$ cat src/rtl/emu_scan_pkg.sv
// Shared types for the emulator RAM scan-chain checkpoint controller:
// FSM states, transfer directions, word width and the running checksum step.
package emu_scan_pkg;

  localparam int unsigned SCAN_WORD_W = 64;

  localparam logic DIR_DUMP    = 1'b0;
  localparam logic DIR_RESTORE = 1'b1;

  typedef logic [SCAN_WORD_W-1:0] scan_word_t;

  typedef enum logic [2:0] {
    IDLE,
    HALT,
    DUMP,
    RESTORE,
    TAIL,
    UNHALT
  } scan_state_e;

  function automatic scan_word_t csum_update(input scan_word_t csum, input scan_word_t word);
    return {csum[SCAN_WORD_W-2:0], csum[SCAN_WORD_W-1]} ^ word;
  endfunction

endpackage

$ cat src/rtl/emu_ram_scan_ctrl_if.sv
// Host command, word streams and emulator RAM scan-chain signals of the checkpoint controller.
// master: the controller; slave: host/DMA plus EMU_DUT scan ports.
interface emu_ram_scan_ctrl_if;
  import emu_scan_pkg::*;

  logic       cmd_valid;
  logic       cmd_dir;
  logic       cmd_ready;
  logic       done;
  logic       busy;
  logic       out_valid;
  scan_word_t out_data;
  logic       out_ready;
  logic       in_valid;
  scan_word_t in_data;
  logic       in_ready;
  logic       halt;
  logic       ram_scan;
  logic       ram_dir;
  scan_word_t ram_sdi;
  scan_word_t ram_sdo;

  modport master (
    input  cmd_valid, cmd_dir, out_ready, in_valid, in_data, ram_sdo,
    output cmd_ready, done, busy, out_valid, out_data, in_ready,
           halt, ram_scan, ram_dir, ram_sdi
  );

  modport slave (
    output cmd_valid, cmd_dir, out_ready, in_valid, in_data, ram_sdo,
    input  cmd_ready, done, busy, out_valid, out_data, in_ready,
           halt, ram_scan, ram_dir, ram_sdi
  );

endinterface

$ cat src/rtl/emu_scan_fifo.sv
// Synchronous word FIFO buffering dumped scan words toward the out stream.
// Caller guarantees no push when full; pop on empty is ignored.
module emu_scan_fifo
  import emu_scan_pkg::*;
#(
  parameter int unsigned DEPTH = 8
) (
  input  logic                         clk,
  input  logic                         rst,
  input  logic                         push,
  input  scan_word_t                   push_data,
  input  logic                         pop,
  output scan_word_t                   pop_data,
  output logic                         empty,
  output logic [$clog2(DEPTH+1)-1:0]   count
);

  localparam int unsigned AW = $clog2(DEPTH);
  localparam int unsigned CW = $clog2(DEPTH + 1);

  scan_word_t    mem [DEPTH];
  logic [AW-1:0] wr_ptr;
  logic [AW-1:0] rd_ptr;
  logic          do_pop;

  assign empty    = (count == '0);
  assign do_pop   = pop && !empty;
  assign pop_data = mem[rd_ptr];

  always_ff @(posedge clk) begin
    if (rst) begin
      wr_ptr <= '0;
      rd_ptr <= '0;
      count  <= '0;
    end else begin
      if (push)   wr_ptr <= wr_ptr + AW'(1);
      if (do_pop) rd_ptr <= rd_ptr + AW'(1);
      case ({push, do_pop})
        2'b10:   count <= count + CW'(1);
        2'b01:   count <= count - CW'(1);
        default: count <= count;
      endcase
    end
  end

  always_ff @(posedge clk) begin
    if (push) mem[wr_ptr] <= push_data;
  end

endmodule

$ cat src/rtl/emu_ram_scan_ctrl.sv
// Checkpoint dump/restore sequencer for the EMU_DUT RAM scan chain.
// Optional EMU_SCAN_CSUM_EN adds a rotate-xor checksum over transferred words.
module emu_ram_scan_ctrl
  import emu_scan_pkg::*;
#(
  parameter int unsigned CHAIN_WORDS = 16,
  parameter int unsigned SDO_LAT     = 2,
  parameter int unsigned FIFO_DEPTH  = 8
) (
  input  logic                clk,
  input  logic                rst,
  emu_ram_scan_ctrl_if.master bus
`ifdef EMU_SCAN_CSUM_EN
  ,
  output scan_word_t          csum,
  output logic                csum_valid
`endif
);

  localparam int unsigned IW  = $clog2(CHAIN_WORDS + 1);
  localparam int unsigned FCW = $clog2(FIFO_DEPTH + 1);

  scan_state_e        state, state_n;
  logic               dir_q;
  logic [IW-1:0]      issued;
  logic [SDO_LAT-1:0] vpipe;
  logic               done_q;
  logic               accept;
  logic               scan;
  logic               issue_inc;
  logic               issued_full;
  logic               finishing;
  logic               fifo_push;
  logic               fifo_pop;
  logic               fifo_empty;
  logic [FCW-1:0]     fifo_count;
  scan_word_t         fifo_data;
  logic [31:0]        free_slots;
  logic [31:0]        inflight;

  assign accept      = bus.cmd_valid && (state == IDLE);
  assign issued_full = (issued == IW'(CHAIN_WORDS));
  assign issue_inc   = scan && ((state == DUMP) || (state == RESTORE));
  assign finishing   = (state == UNHALT) && (state_n == IDLE);
  // Reserve FIFO room for every word still travelling through the SDO latency.
  assign free_slots  = 32'(FIFO_DEPTH) - 32'(fifo_count);
  assign inflight    = 32'($countones(vpipe));
  assign fifo_push   = vpipe[SDO_LAT-1];
  assign fifo_pop    = bus.out_ready && !fifo_empty;

  assign bus.cmd_ready = (state == IDLE);
  assign bus.busy      = (state != IDLE);
  assign bus.done      = done_q;
  assign bus.ram_scan  = scan;
  assign bus.ram_dir   = dir_q;
  assign bus.out_valid = !fifo_empty;
  assign bus.out_data  = fifo_data;

  always_comb begin
    state_n      = state;
    scan         = 1'b0;
    bus.in_ready = 1'b0;
    bus.ram_sdi  = '0;
    bus.halt     = 1'b1;
    case (state)
      IDLE: begin
        bus.halt = 1'b0;
        if (accept) state_n = HALT;
      end
      HALT: state_n = (dir_q == DIR_RESTORE) ? RESTORE : DUMP;
      DUMP: begin
        scan = !issued_full && (free_slots > inflight);
        if (issued_full && (vpipe == '0)) state_n = TAIL;
      end
      RESTORE: begin
        bus.in_ready = !issued_full;
        scan         = bus.in_valid && !issued_full;
        if (scan) bus.ram_sdi = bus.in_data;
        // Leave on the last word's cycle so TAIL follows without an idle gap.
        if (issued_full || (scan && (issued == IW'(CHAIN_WORDS - 1)))) state_n = TAIL;
      end
      TAIL: begin
        scan    = (dir_q == DIR_RESTORE);
        state_n = UNHALT;
      end
      UNHALT: begin
        if ((dir_q == DIR_RESTORE) || fifo_empty) state_n = IDLE;
      end
      default: state_n = IDLE;
    endcase
  end

  always_ff @(posedge clk) begin
    if (rst) begin
      state  <= IDLE;
      dir_q  <= DIR_DUMP;
      issued <= '0;
      vpipe  <= '0;
      done_q <= 1'b0;
    end else begin
      state  <= state_n;
      vpipe  <= (vpipe << 1) | SDO_LAT'(issue_inc && (state == DUMP));
      done_q <= finishing;
      if (accept) begin
        dir_q  <= bus.cmd_dir;
        issued <= '0;
      end else if (issue_inc) begin
        issued <= issued + IW'(1);
      end
    end
  end

  emu_scan_fifo #(
    .DEPTH(FIFO_DEPTH)
  ) u_fifo (
    .clk      (clk),
    .rst      (rst),
    .push     (fifo_push),
    .push_data(bus.ram_sdo),
    .pop      (fifo_pop),
    .pop_data (fifo_data),
    .empty    (fifo_empty),
    .count    (fifo_count)
  );

`ifdef EMU_SCAN_CSUM_EN
  always_ff @(posedge clk) begin
    if (rst) begin
      csum       <= '0;
      csum_valid <= 1'b0;
    end else begin
      csum_valid <= finishing;
      if (accept)                         csum <= '0;
      else if (fifo_push)                 csum <= csum_update(csum, bus.ram_sdo);
      else if (scan && state == RESTORE)  csum <= csum_update(csum, bus.in_data);
    end
  end
`endif

endmodule
$ cat src/flat_wrapper.sv
// flat-port wrapper written by rule: the top's interface ports become plain ports
module emu_ram_scan_ctrl_flat import emu_scan_pkg::*;
#(
  parameter int unsigned CHAIN_WORDS = 16,
  parameter int unsigned SDO_LAT     = 2,
  parameter int unsigned FIFO_DEPTH  = 8
)
  (clk, rst, bus_cmd_valid, bus_cmd_dir, bus_out_ready, bus_in_valid, bus_in_data, bus_ram_sdo, bus_cmd_ready, bus_done, bus_busy, bus_out_valid, bus_out_data, bus_in_ready, bus_halt, bus_ram_scan, bus_ram_dir, bus_ram_sdi);
  emu_ram_scan_ctrl_if bus_i ();
  input  logic clk;
  input  logic rst;
  input wire logic [$bits(bus_i.cmd_valid)-1:0] bus_cmd_valid;
  input wire logic [$bits(bus_i.cmd_dir)-1:0] bus_cmd_dir;
  input wire logic [$bits(bus_i.out_ready)-1:0] bus_out_ready;
  input wire logic [$bits(bus_i.in_valid)-1:0] bus_in_valid;
  input wire logic [$bits(bus_i.in_data)-1:0] bus_in_data;
  input wire logic [$bits(bus_i.ram_sdo)-1:0] bus_ram_sdo;
  output wire logic [$bits(bus_i.cmd_ready)-1:0] bus_cmd_ready;
  output wire logic [$bits(bus_i.done)-1:0] bus_done;
  output wire logic [$bits(bus_i.busy)-1:0] bus_busy;
  output wire logic [$bits(bus_i.out_valid)-1:0] bus_out_valid;
  output wire logic [$bits(bus_i.out_data)-1:0] bus_out_data;
  output wire logic [$bits(bus_i.in_ready)-1:0] bus_in_ready;
  output wire logic [$bits(bus_i.halt)-1:0] bus_halt;
  output wire logic [$bits(bus_i.ram_scan)-1:0] bus_ram_scan;
  output wire logic [$bits(bus_i.ram_dir)-1:0] bus_ram_dir;
  output wire logic [$bits(bus_i.ram_sdi)-1:0] bus_ram_sdi;
  assign bus_i.cmd_valid = bus_cmd_valid;
  assign bus_i.cmd_dir = bus_cmd_dir;
  assign bus_i.out_ready = bus_out_ready;
  assign bus_i.in_valid = bus_in_valid;
  assign bus_i.in_data = bus_in_data;
  assign bus_i.ram_sdo = bus_ram_sdo;
  assign bus_cmd_ready = bus_i.cmd_ready;
  assign bus_done = bus_i.done;
  assign bus_busy = bus_i.busy;
  assign bus_out_valid = bus_i.out_valid;
  assign bus_out_data = bus_i.out_data;
  assign bus_in_ready = bus_i.in_ready;
  assign bus_halt = bus_i.halt;
  assign bus_ram_scan = bus_i.ram_scan;
  assign bus_ram_dir = bus_i.ram_dir;
  assign bus_ram_sdi = bus_i.ram_sdi;
  emu_ram_scan_ctrl #(.CHAIN_WORDS(CHAIN_WORDS), .SDO_LAT(SDO_LAT), .FIFO_DEPTH(FIFO_DEPTH)) u_core (.clk(clk), .rst(rst), .bus(bus_i));
endmodule
$ cat config.mk
export PLATFORM = sky130hd
export DESIGN_NAME = emu_ram_scan_ctrl_flat
export DESIGN_NICKNAME = d
export VERILOG_FILES = /design/src/rtl/emu_scan_pkg.sv /design/src/rtl/emu_ram_scan_ctrl_if.sv /design/src/rtl/emu_scan_fifo.sv /design/src/rtl/emu_ram_scan_ctrl.sv /design/src/flat_wrapper.sv
export SDC_FILE = /design/constraint.sdc
export NUM_CORES = 1
export LEC_CHECK = 0
export ABC_AREA = 0
export BUFFER_PORTS_ARGS = -buffer_cell sky130_fd_sc_hd__buf_2
export CORE_MARGIN = 2
export CORE_UTILIZATION = 60
export DETAILED_ROUTE_END_ITERATION = 10
export GPL_TIMING_DRIVEN = 0
export PLACE_DENSITY = 0.82
export SLEW_MARGIN = 5
export SYNTH_ARGS = -nofsm -noshare
export SYNTH_HDL_FRONTEND = slang
export SYNTH_SLANG_ARGS = --single-unit
$ cat constraint.sdc
create_clock -name clk -period 13.8 [get_ports clk]
set_clock_uncertainty 0.1 [all_clocks]
set_input_delay 2.07 -clock clk [delete_from_list [all_inputs] [get_ports clk]]
set_output_delay 2.07 -clock clk [all_outputs]
set_load 0.05 [all_outputs]
==> results.md, run 1 <==
* Fin crit period at 5.581 ns
* Postcts setup bufs at 0
* Combinational power share at 7.8%
* Share of layout cells above drive strength 1 at 43.23%
* Asr flop ratio synth at 0%
* Final #Nets at 1,474
* Number of global-route vias before repair at 11,360
* Max Freq at 0.1792 GHz
* Max Slew Vio Count at 0
* Setup CP Type: input port to output port
* Vias at ~11,000
* Power Density at 137.8 mW/mm²
* Final Total Pwr at 3.469 mW
* Finished Core Util at 73.04%
* Ports at between 200 and 300
* Half-perimeter wire length after placement at between 20,000 and 30,000 µm
* Die Width at 190.8 µm
* Final Cell Area at 0.02517 mm²
* Post-CTS Hold Fix Bufs at 0
* Final global-route overflow total at 0
* Leak at 8.618 nW
* Max-slew headroom at the worst pin at around two fifths
* Combinational family with the most area after synthesis: multiplexers
* Max cap viols at 0
* Core Box Area at about 0.034 mm²
* Hold EP: u_core.vpipe[1]
* Arrival @ worst endpoint at 3.41 ns
* Iter 0 DRT Violations at 984
* Cells after DPL at 1,729
* Max rail drop VDD at 0.09162 mV
* H-tree levels at 2
* First-pass GRT wire length at 68,970 µm
* Port bufs at 269
* Dpl ws at 8.216 ns
* Outcome: completed
* Synthesized flop and latch total at 537
* CTS root buf: clkbuf_16
* Cell area after synthesis at about 0.021 mm²
* Synth Area in XOR/XNOR at less than 1%
* Setup TNS at 0 ns
* Multiplexer area fraction after synthesis at between 10% and 20%
* Reg power frac at 51.8%
* Synth Area in Adders at 0.8723%
* Max clock buf depth at 3
* # setup viols final at 0
* Compound-Gate Fraction of Synth Area at 0.8843%
* Fill cell count at 1,983
* Clk_lat worst skew at roughly 0.56 ns
* Syn nets at 1,121
* Switching share of total power at 21.62%
* Part of the power in the clock network at 40.4%
* Crit share post-route at 40.44%
* Syn_area_per_cell at 21.52 µm²
* Reg2reg start: u_core.u_fifo.count[0]
* CP required at roughly 12 ns
* Slew @ Worst Pin at 0.8971 ns
* DIE HEIGHT at 190.8 µm
* Placed Area at 0.02347 mm²
* DRC viols at 0
* Layout area overhead at 20.18%
* Int Power at around 2.7 mW
* RSZ-0062 raised after global routing: no
* Yosys warns at 0
* Total Wirelength at 47,020 µm
* Setup WS post-layout at 8.219 ns
* Final Hold Violating Endpoints at 0
* Rows at between 60 and 70
* Main flop type after synthesis: edfxtp_1
* CP startpoint kind: input port
* Starting Density at roughly three fifths
* Num CTS Buffers at 50
* CP Capture Type: output port
* Hold Path Class: flip-flop to flip-flop
* TritonCTS clock tree: done
* Clk pin slew, worst setup/hold paths at around 0.060 ns
* Placer Congestion at 0.9053
* Gate Count Post-Synth at 973
* Simple-gate share of the synthesized area at 3.633%
* FF-to-FF End: u_core.u_fifo.count[3]
* Netlist cell types at 45
* Post-synth EDFFs at 512
* CTS resizes at 0
* WHS at 0.3803 ns
* Non-filler instance count after layout at 1,828
* Initial antenna violation count at 5
* Gr usage total at 26.40%
* Routed length per instance at about 26 µm
* Hold path start: u_core.vpipe[0]
* Flop-to-flop setup slack at roughly 11 ns
* R2R cell count at 11
* Switching power total at 750.1 µW
* Seq/Total Area, Yosys at 75.81%
* Via-to-Cell Ratio at 5.981
* Largest net degree at the start of global routing at 25
* Final ANT Viol Nets at 0
* Crit Path Max Fanout at 10
* Hold Crit Depth at 2
* Die area at 0.03641 mm²
* First-pass DRT Iterations at 5
* Num Clock Sinks at 537
Yosys cell counts (2+ instances only):
master	number	share of area [%]
nor2_1	24	0.43
mux4_2	128	14
nand4_1	2	0.060
a211o_1	3	0.13
mux2_2	64	3.4
o21ai_0	3	0.072
buf_2	13	0.31
clkbuf_1	30	0.54
nor2b_1	5	0.15
nor3_1	5	0.12
nand2_1	14	0.25
nor3b_1	2	0.072
nand2b_1	6	0.18
mux2i_1	3	0.14
xor2_1	4	0.17
nand3_1	3	0.072
dfxtp_1	25	2.4
inv_1	12	0.22
and3_1	4	0.12
xnor2_1	3	0.13
a21oi_1	8	0.19
and2_1	65	1.9
buf_1	2	0.036
edfxtp_1	512	73
ha_1	13	0.78
cell usage in the layout, fill, tap and decap left out, types with 9 or more instances in the layout:
master / count
edfxtp_1: 512
buf_2: 282
mux4_2: 128
and2_1: 65
mux2_2: 64
clkbuf_16: 51
clkbuf_1: 35
dfxtp_1: 25
nor2_1: 18
nand2_1: 14
clkinv_1: 14
ha_1: 13
inv_1: 12
buf_16: 10
buf_4: 9
worst max-delay path: stages:
cell      delay, ns
buf_2          0.11
and3_1         0.17
clkbuf_2       0.24
clkbuf_1       0.32
and2_1         0.23
buf_2          0.28
cell families after synthesis:
group	Yosys count
muxes	195
and+or+nand+nor	136
AOI/OAI and AO/OA	25
xor gates and xnor gates	7
buffers and inverters	59
adders and majority gates	14
DFF	537
worst max-delay path by stage:
stage                    start                  endpoint  slack, ns
2_1_floorplan  u_core.vpipe[1]   u_core.u_fifo.mem[0][0]       8.22
3_3_place_gp   u_core.vpipe[1]  u_core.u_fifo.mem[4][38]       3.93
3_5_place_dp      bus_in_valid           bus_ram_sdi[20]       8.22
4_1_cts           bus_in_valid           bus_ram_sdi[20]       8.21
5_1_grt           bus_in_valid           bus_ram_sdi[20]       8.10
6_report          bus_in_valid           bus_ram_sdi[20]       8.22
layer usage:
metal	share of wire, %	GRT usage (%)	up-vias
met2	53	46.63	571
li1	-	-	4695
met3	6.7	3.681	84
met4	3.3	10.05	0
met5	0	0	-
met1	37	33.46	5584
power by group through the flow:
stage / Clock [mW] / Combinational (mW) / Sequential [mW]
2_1_floorplan: 0 / 0.187 / 1.83
3_3_place_gp: 0 / 0.263 / 1.83
3_5_place_dp: 0 / 0.271 / 1.83
4_1_cts: 1.42 / 0.275 / 1.80
5_1_grt: 1.48 / 0.290 / 1.80
6_report: 1.40 / 0.272 / 1.80
cell type report:
cell class | count | area (µm²) | area share [%]
diodes | 6 | 15.01 | 0.05966
inverters | 12 | 45.04 | 0.1790
well taps | 455 | 569.3 | 2.262
multi-input cells | 377 | 4878 | 19.38
flip-flops and latches | 537 | 15880 | 63.08
clock inverters | 37 | 391.6 | 1.556
repair buffers | 301 | 1901 | 7.552
clock buffers | 56 | 1295 | 5.145
plain buffers | 47 | 197.7 | 0.7855
sequential cells by signal (all words and copies together) (netlist names), named ones only:
register              flops
u_core.u_fifo.count       4
u_core.state              3
u_core.u_fifo.mem       512
u_core.u_fifo.rd_ptr      3
u_core.bus.ram_dir        1
u_core.bus.done           1
u_core.u_fifo.wr_ptr      3
u_core.vpipe              2
u_core.issued             5
(Power assumes the default switching activity.)
==> inputs of run 2 (changes only) <==
CORE_UTILIZATION = 52   (was 60)
PLACE_DENSITY = 0.76   (was 0.82)
clock period = 5.1 ns   (was 13.8 ns; I/O delays follow)
==> run 2 against run 1 <==
First-iteration DRC count is 22% lower. Clock power grew to 2.5 times the previous value. Worst setup slack lost 7.1 ns. Global-route usage is 4.6 points lower. Die area rose by 15%. Design area is 0.11% lower. Cell count up 3.3%. Power rose to 2.6 times the previous value. Count of clock-buffer cells in the layout is 13 higher. Sequential share of layout area up 0.069 points. Routed wire length shrank 4.3%. Critical endpoint is now bus_out_data[13]. Highest routed layer is now met5.
==> results.md, run 2 (synthesis gave the netlist of run 1 again) <==
* Setup TNS at 0 ns (unchanged)
* Dpl ws at 1.652 ns (-6.563 ns)
* FF-to-FF End: u_core.u_fifo.count[3]
* CP required at 4.24 ns (-7.39 ns)
* Routed length per instance at 23.82 µm (-7.4%)
* Total Wirelength at 44,990 µm (-4.3%)
* Half-perimeter wire length after placement at 28,900 µm (-2.6%)
* Hold Path Class: input port to flip-flop
* Via-to-Cell Ratio at 5.710 (-4.5%)
* Number of flip-flops in the largest register at 512 (unchanged)
* Clk pin slew, worst setup/hold paths at 0.06 ns (about the same)
* Hold path start: bus_ram_sdo[57]
* Worst path buffer plus inverter count at 3 (-1)
* CTS resizes at 0 (unchanged)
* Cells after DPL at 1,792 (+3.6%)
* Iter 0 DRT Violations at 768 (-22%)
* Max cap viols at 0 (unchanged)
* Ports at 270 (unchanged)
* Max rail drop VDD at 0.2272 mV (+150%)
* Final Hold Violating Endpoints at 0 (unchanged)
* Max Freq at 0.2505 GHz
* Flop-to-flop setup slack at 2.02 ns (-8.77 ns)
* CP startpoint kind: flip-flop
* H-tree levels at 2 (unchanged)
* Clk_lat worst skew at 0.56 ns (about the same)
* Port bufs at 269 (unchanged)
* Critical Path, Cell by Cell: clkbuf_1 > clkbuf_1 > mux4_2 > mux2_2 > buf_2
* Final global-route overflow total at 0 (unchanged)
* Crit share post-route at between 70% and 80%
* Gr usage total at 21.81% (-4.6 points)
* Fill cell count at 2,715 (+37%)
* Non-filler instance count after layout at 1,889 (+3.3%)
* CP max stage delay at 0.66 ns (+0.34 ns)
* CP Capture Type: output port
* Final Total Pwr at 9.108 mW (+160%)
* Leak at 8.522 nW (-1.1%)
* Max-slew headroom at the worst pin at 35.93% (-4.3 points)
* Postcts setup bufs at 0 (unchanged)
* First-pass DRT Iterations at 5 (unchanged)
* Starting Density at 52.71% (-8.1 points)
* Die Width at 204.7 µm (+7.3%)
* Power Density at 362.3 mW/mm² (+160%)
* Finished Core Util at 63.28% (-9.8 points)
* Max stage delay cell, worst path: clkbuf_1
* Delay-heaviest family, CP: buffers and inverters
* Top reg by flops: u_core.u_fifo.mem
* Arrival @ worst endpoint at 3.13 ns (-0.28 ns)
* Max clock buf depth at 3 (unchanged)
* Hold Crit Depth at 1 (-1)
* Final #Nets at 1,469 (-0.34%)
* Crit Path Max Fanout at 10 (unchanged)
* Biggest regs: u_core.u_fifo.mem x512, u_core.issued x5, u_core.u_fifo.count x4
* Setup CP Type: flip-flop to output port
* Critical Path Stages at 5 (-1)
* Num CTS Buffers at 52 (+4.0%)
* Largest net degree at the start of global routing at 25 (unchanged)
* DRC viols at 0 (unchanged)
* Setup WS post-layout at 1.108 ns (-7.111 ns)
* RSZ-0062 raised after global routing: no
* R2R cell count at 11 (unchanged)
* Post-CTS Hold Fix Bufs at 0 (unchanged)
* Final ANT Viol Nets at 0 (unchanged)
* Vias at 10,790 (-1.3%)
* WHS at 0.3627 ns (-0.01762 ns)
* DIE HEIGHT at 204.7 µm (+7.3%)
* Most common cell after layout, fill and taps aside: edfxtp_1
* Placer Congestion at 0.9363 (+3.4%)
* Placed Area at 0.02358 mm² (+0.48%)
* Core Box Area at 0.03973 mm² (+15%)
* Initial antenna violation count at 5 (unchanged)
* Die area at 0.04189 mm² (+15%)
* Reg2reg start: u_core.u_fifo.count[0]
* First-pass GRT wire length at 66,980 µm (-2.9%)
* Slew @ Worst Pin at 0.9588 ns (+0.06168 ns)
* Max Slew Vio Count at 0 (unchanged)
* Num Clock Sinks at 537 (unchanged)
* TritonCTS clock tree: done
* Outcome: completed
* Number of global-route vias before repair at 11,270 (-0.73%)
* Fin crit period at between 3 and 4 ns
* Rows at 73 (+7.4%)
* Crit path top cell by count: clkbuf_1
* Share of layout cells above drive strength 1 at 42.10% (-1.1 points)
* Layout area overhead at 20.05%
* # setup viols final at 0 (unchanged)
* Final Cell Area at 0.02514 mm² (-0.11%)
* CTS root buf: clkbuf_16
* Hold EP: u_core.u_fifo.mem[7][57]
* Most frequent cells in the layout: 512 x edfxtp_1, 282 x buf_2, 128 x mux4_2
-- run 2: cell count changes in the layout (fill, tap and decap cells not counted), moves of 4 or more --
| cell | delta |
|---|---|
| buf_4 | -8 |
| buf_6 | -7 |
| clkbuf_1 | +11 |
| bufinv_16 | -6 |
| buf_12 | +4 |
-- run 2: worst max path at each step --
stage / end
2_1_floorplan: u_core.u_fifo.mem[1][0]
4_1_cts: bus_out_data[13]
6_report: bus_out_data[13]
3_5_place_dp: bus_out_data[13]
3_3_place_gp: u_core.u_fifo.mem[7][38]
5_1_grt: bus_out_data[13]
-- run 2: area by class of cell --
type                            instances  area, µm²  area share [%]
Buffer                                 47      197.7          0.7863
Timing Repair Buffer                  294       1914           7.615
Clock buffer                           69       1386           5.514
Inverter                               12      45.04          0.1792
Multi-Input combinational cell        377       4891           19.45
Clock inverter                         25      166.4          0.6619
Tap cell                              525      656.9           2.613
Antenna cell                            3      7.507         0.02986
Sequential cell                       537      15880           63.15
-- run 2: power by group --
part           switching (mW)  total [mW]  internal [mW]
Combinational           0.459       0.738          0.278
Sequential             0.0119        4.86           4.85
Clock                    1.51        3.51           2.00
-- run 2: routing by layer --
layer	GRT usage [%]	wire, µm	vias up
met5	0	7	-
met3	3.404	2924	73
met4	7.013	1204	2
met2	36.97	22860	466
met1	29.23	17990	5565
li1	-	-	4681
==> inputs of run 3 (changes only) <==
CORE_UTILIZATION = 58   (was 52)
PLACE_DENSITY = 0.8   (was 0.76)
clock period = 4.1 ns   (was 5.1 ns; I/O delays follow)
==> run 3 against run 2 <==
Sequential power rose by 24%. Register-to-register slack got worse by 1.0 ns. Global-route usage rose by 3.3 points. Design area fell by 0.91%. Die area fell by 10%. First-iteration DRC count rose by 13%. Clock power rose by 18%. Largest cell class unchanged.
==> results.md, run 3 (synthesis gave the netlist of run 1 again) <==
* Outcome: completed
* Largest net degree at the start of global routing at 26 (+4.0%)
* Die Width at 194.0 µm (-5.2%)
* Most frequent cells in the layout: 512 x edfxtp_1, 282 x buf_2, 128 x mux4_2
* Dpl ws at 0.9421 ns (-0.7101 ns)
* Die area at 0.03764 mm² (-10%)
* Max clock buf depth at 3 (unchanged)
* Hold EP: u_core.bus.ram_dir
* Hold path start: bus_cmd_dir
* Gr usage total at 25.15% (+3.3 points)
* Clk pin slew, worst setup/hold paths at 0.06 ns (about the same)
* CP Capture Type: output port
* Max Slew Vio Count at 0 (unchanged)
* CP required at 3.38 ns (-0.86 ns)
* Setup CP Type: flip-flop to output port
* Setup WS post-layout at 0.3149 ns (-0.7930 ns)
* Non-filler instance count after layout at 1,826 (-3.3%)
* Leak at 8.459 nW (-0.75%)
* TritonCTS clock tree: done
* Final Hold Violating Endpoints at 0 (unchanged)
* Iter 0 DRT Violations at 864 (+13%)
* Starting Density at 58.88% (+6.2 points)
* WHS at 0.2247 ns (-0.1380 ns)
* Port bufs at 269 (unchanged)
* FF-to-FF End: u_core.u_fifo.count[3]
* Crit Path Max Fanout at 10 (unchanged)
* First-pass DRT Iterations at 4 (-1)
* Most common cell after layout, fill and taps aside: edfxtp_1
* Final Total Pwr at 11.10 mW (+22%)
* Placed Area at 0.02344 mm² (-0.58%)
* Biggest regs: u_core.u_fifo.mem x512, u_core.issued x5, u_core.u_fifo.count x4
* Final ANT Viol Nets at 0 (unchanged)
* First-pass GRT wire length at 69,810 µm (+4.2%)
* Hold Crit Depth at 3 (+2)
* Share of layout cells above drive strength 1 at 42.36% (+0.26 points)
* Layout area overhead at 18.96%
* Reg2reg start: u_core.u_fifo.count[0]
* Flop-to-flop setup slack at 0.98 ns (-1.04 ns)
* Final global-route overflow total at 0 (unchanged)
* Ports at 270 (unchanged)
* Num CTS Buffers at 49 (-5.8%)
* Num Clock Sinks at 537 (unchanged)
* Final #Nets at 1,465 (-0.27%)
* Max cap viols at 0 (unchanged)
* Max-slew headroom at the worst pin at 36.92% (+0.99 points)
* Top reg by flops: u_core.u_fifo.mem
* Cells after DPL at 1,727 (-3.6%)
* RSZ-0062 raised after global routing: no
* Total Wirelength at 46,670 µm (+3.7%)
* DRC viols at 0 (unchanged)
* Hold Path Class: input port to flip-flop
* Core Box Area at 0.03557 mm² (-10%)
* CTS resizes at 0 (unchanged)
* Fin crit period at ~3.8 ns
* Postcts setup bufs at 0 (unchanged)
* DIE HEIGHT at 194.0 µm (-5.2%)
* Initial antenna violation count at 8 (+3)
* Power Density at 445.6 mW/mm² (+23%)
* # setup viols final at 0 (unchanged)
* Rows at 69 (-5.5%)
* Via-to-Cell Ratio at 5.997 (+5.0%)
* Post-CTS Hold Fix Bufs at 0 (unchanged)
* Slew @ Worst Pin at 0.9439 ns (-0.01488 ns)
* R2R cell count at 11 (unchanged)
* Clk_lat worst skew at 0.55 ns (about the same)
* H-tree levels at 2 (unchanged)
* Final Cell Area at 0.02491 mm² (-0.91%)
* Max rail drop VDD at 0.3909 mV (+72%)
* Max Freq at 0.2642 GHz
* CTS root buf: clkbuf_16
* Finished Core Util at 70.04% (+6.8 points)
* Vias at 10,950 (+1.5%)
* Routed length per instance at 25.56 µm (+7.3%)
* Arrival @ worst endpoint at 3.07 ns (-0.06 ns)
* Crit share post-route at between 90% and 100%
* Placer Congestion at 0.9624 (+2.8%)
* Number of flip-flops in the largest register at 512 (unchanged)
* Number of global-route vias before repair at 11,550 (+2.5%)
* CP startpoint kind: flip-flop
* Half-perimeter wire length after placement at 29,040 µm (+0.48%)
* Setup TNS at 0 ns (unchanged)
-- run 3: routing by layer --
layer	part of all wire, %	routed length, µm	GRT usage [%]
met5	0	0	0
met4	3.9	1811	10.52
met3	6.8	3162	4.018
met2	52	24230	44.19
met1	37	17460	31.35
-- run 3: worst max-delay path, stage by stage, from the launching register on --
cell	delay, ns
dfxtp_1	0.34
clkbuf_1	0.56
buf_2	0.52
mux4_2	0.56
mux2_2	0.31
buf_2	0.22
-- run 3: how the worst max path moves through the flow --
stage                     cells past startpoint                        to             from
after floorplan                               2   u_core.u_fifo.mem[1][0]  u_core.vpipe[1]
after global placement                        2  u_core.u_fifo.mem[6][42]  u_core.vpipe[1]
after detailed placement                      5          bus_out_data[56]        flip-flop
after CTS                                     5           bus_out_data[7]        flip-flop
after global routing                          5          bus_out_data[13]        flip-flop
final                                         5           bus_out_data[7]        flip-flop
-- run 3: power by group --
group | internal [mW] | leakage, nW | switching [mW]
combinational | 0.345 | 2.94 | 0.575
sequential | 6.03 | 4.80 | 0.0163
clock | 2.28 | 0.710 | 1.85
total | 8.66 | 8.46 | 2.44
-- run 3: area by class of cell --
cell class	instances	area, µm²
clock inverter	29	156.4
antenna	10	25.02
tap	461	576.8
clock buffer	60	1287
inverter	12	45.04
fill	2143	10660
timing repair buffer	293	1858
buffer	47	197.7
multi-input combinational	377	4891
sequential	537	15880
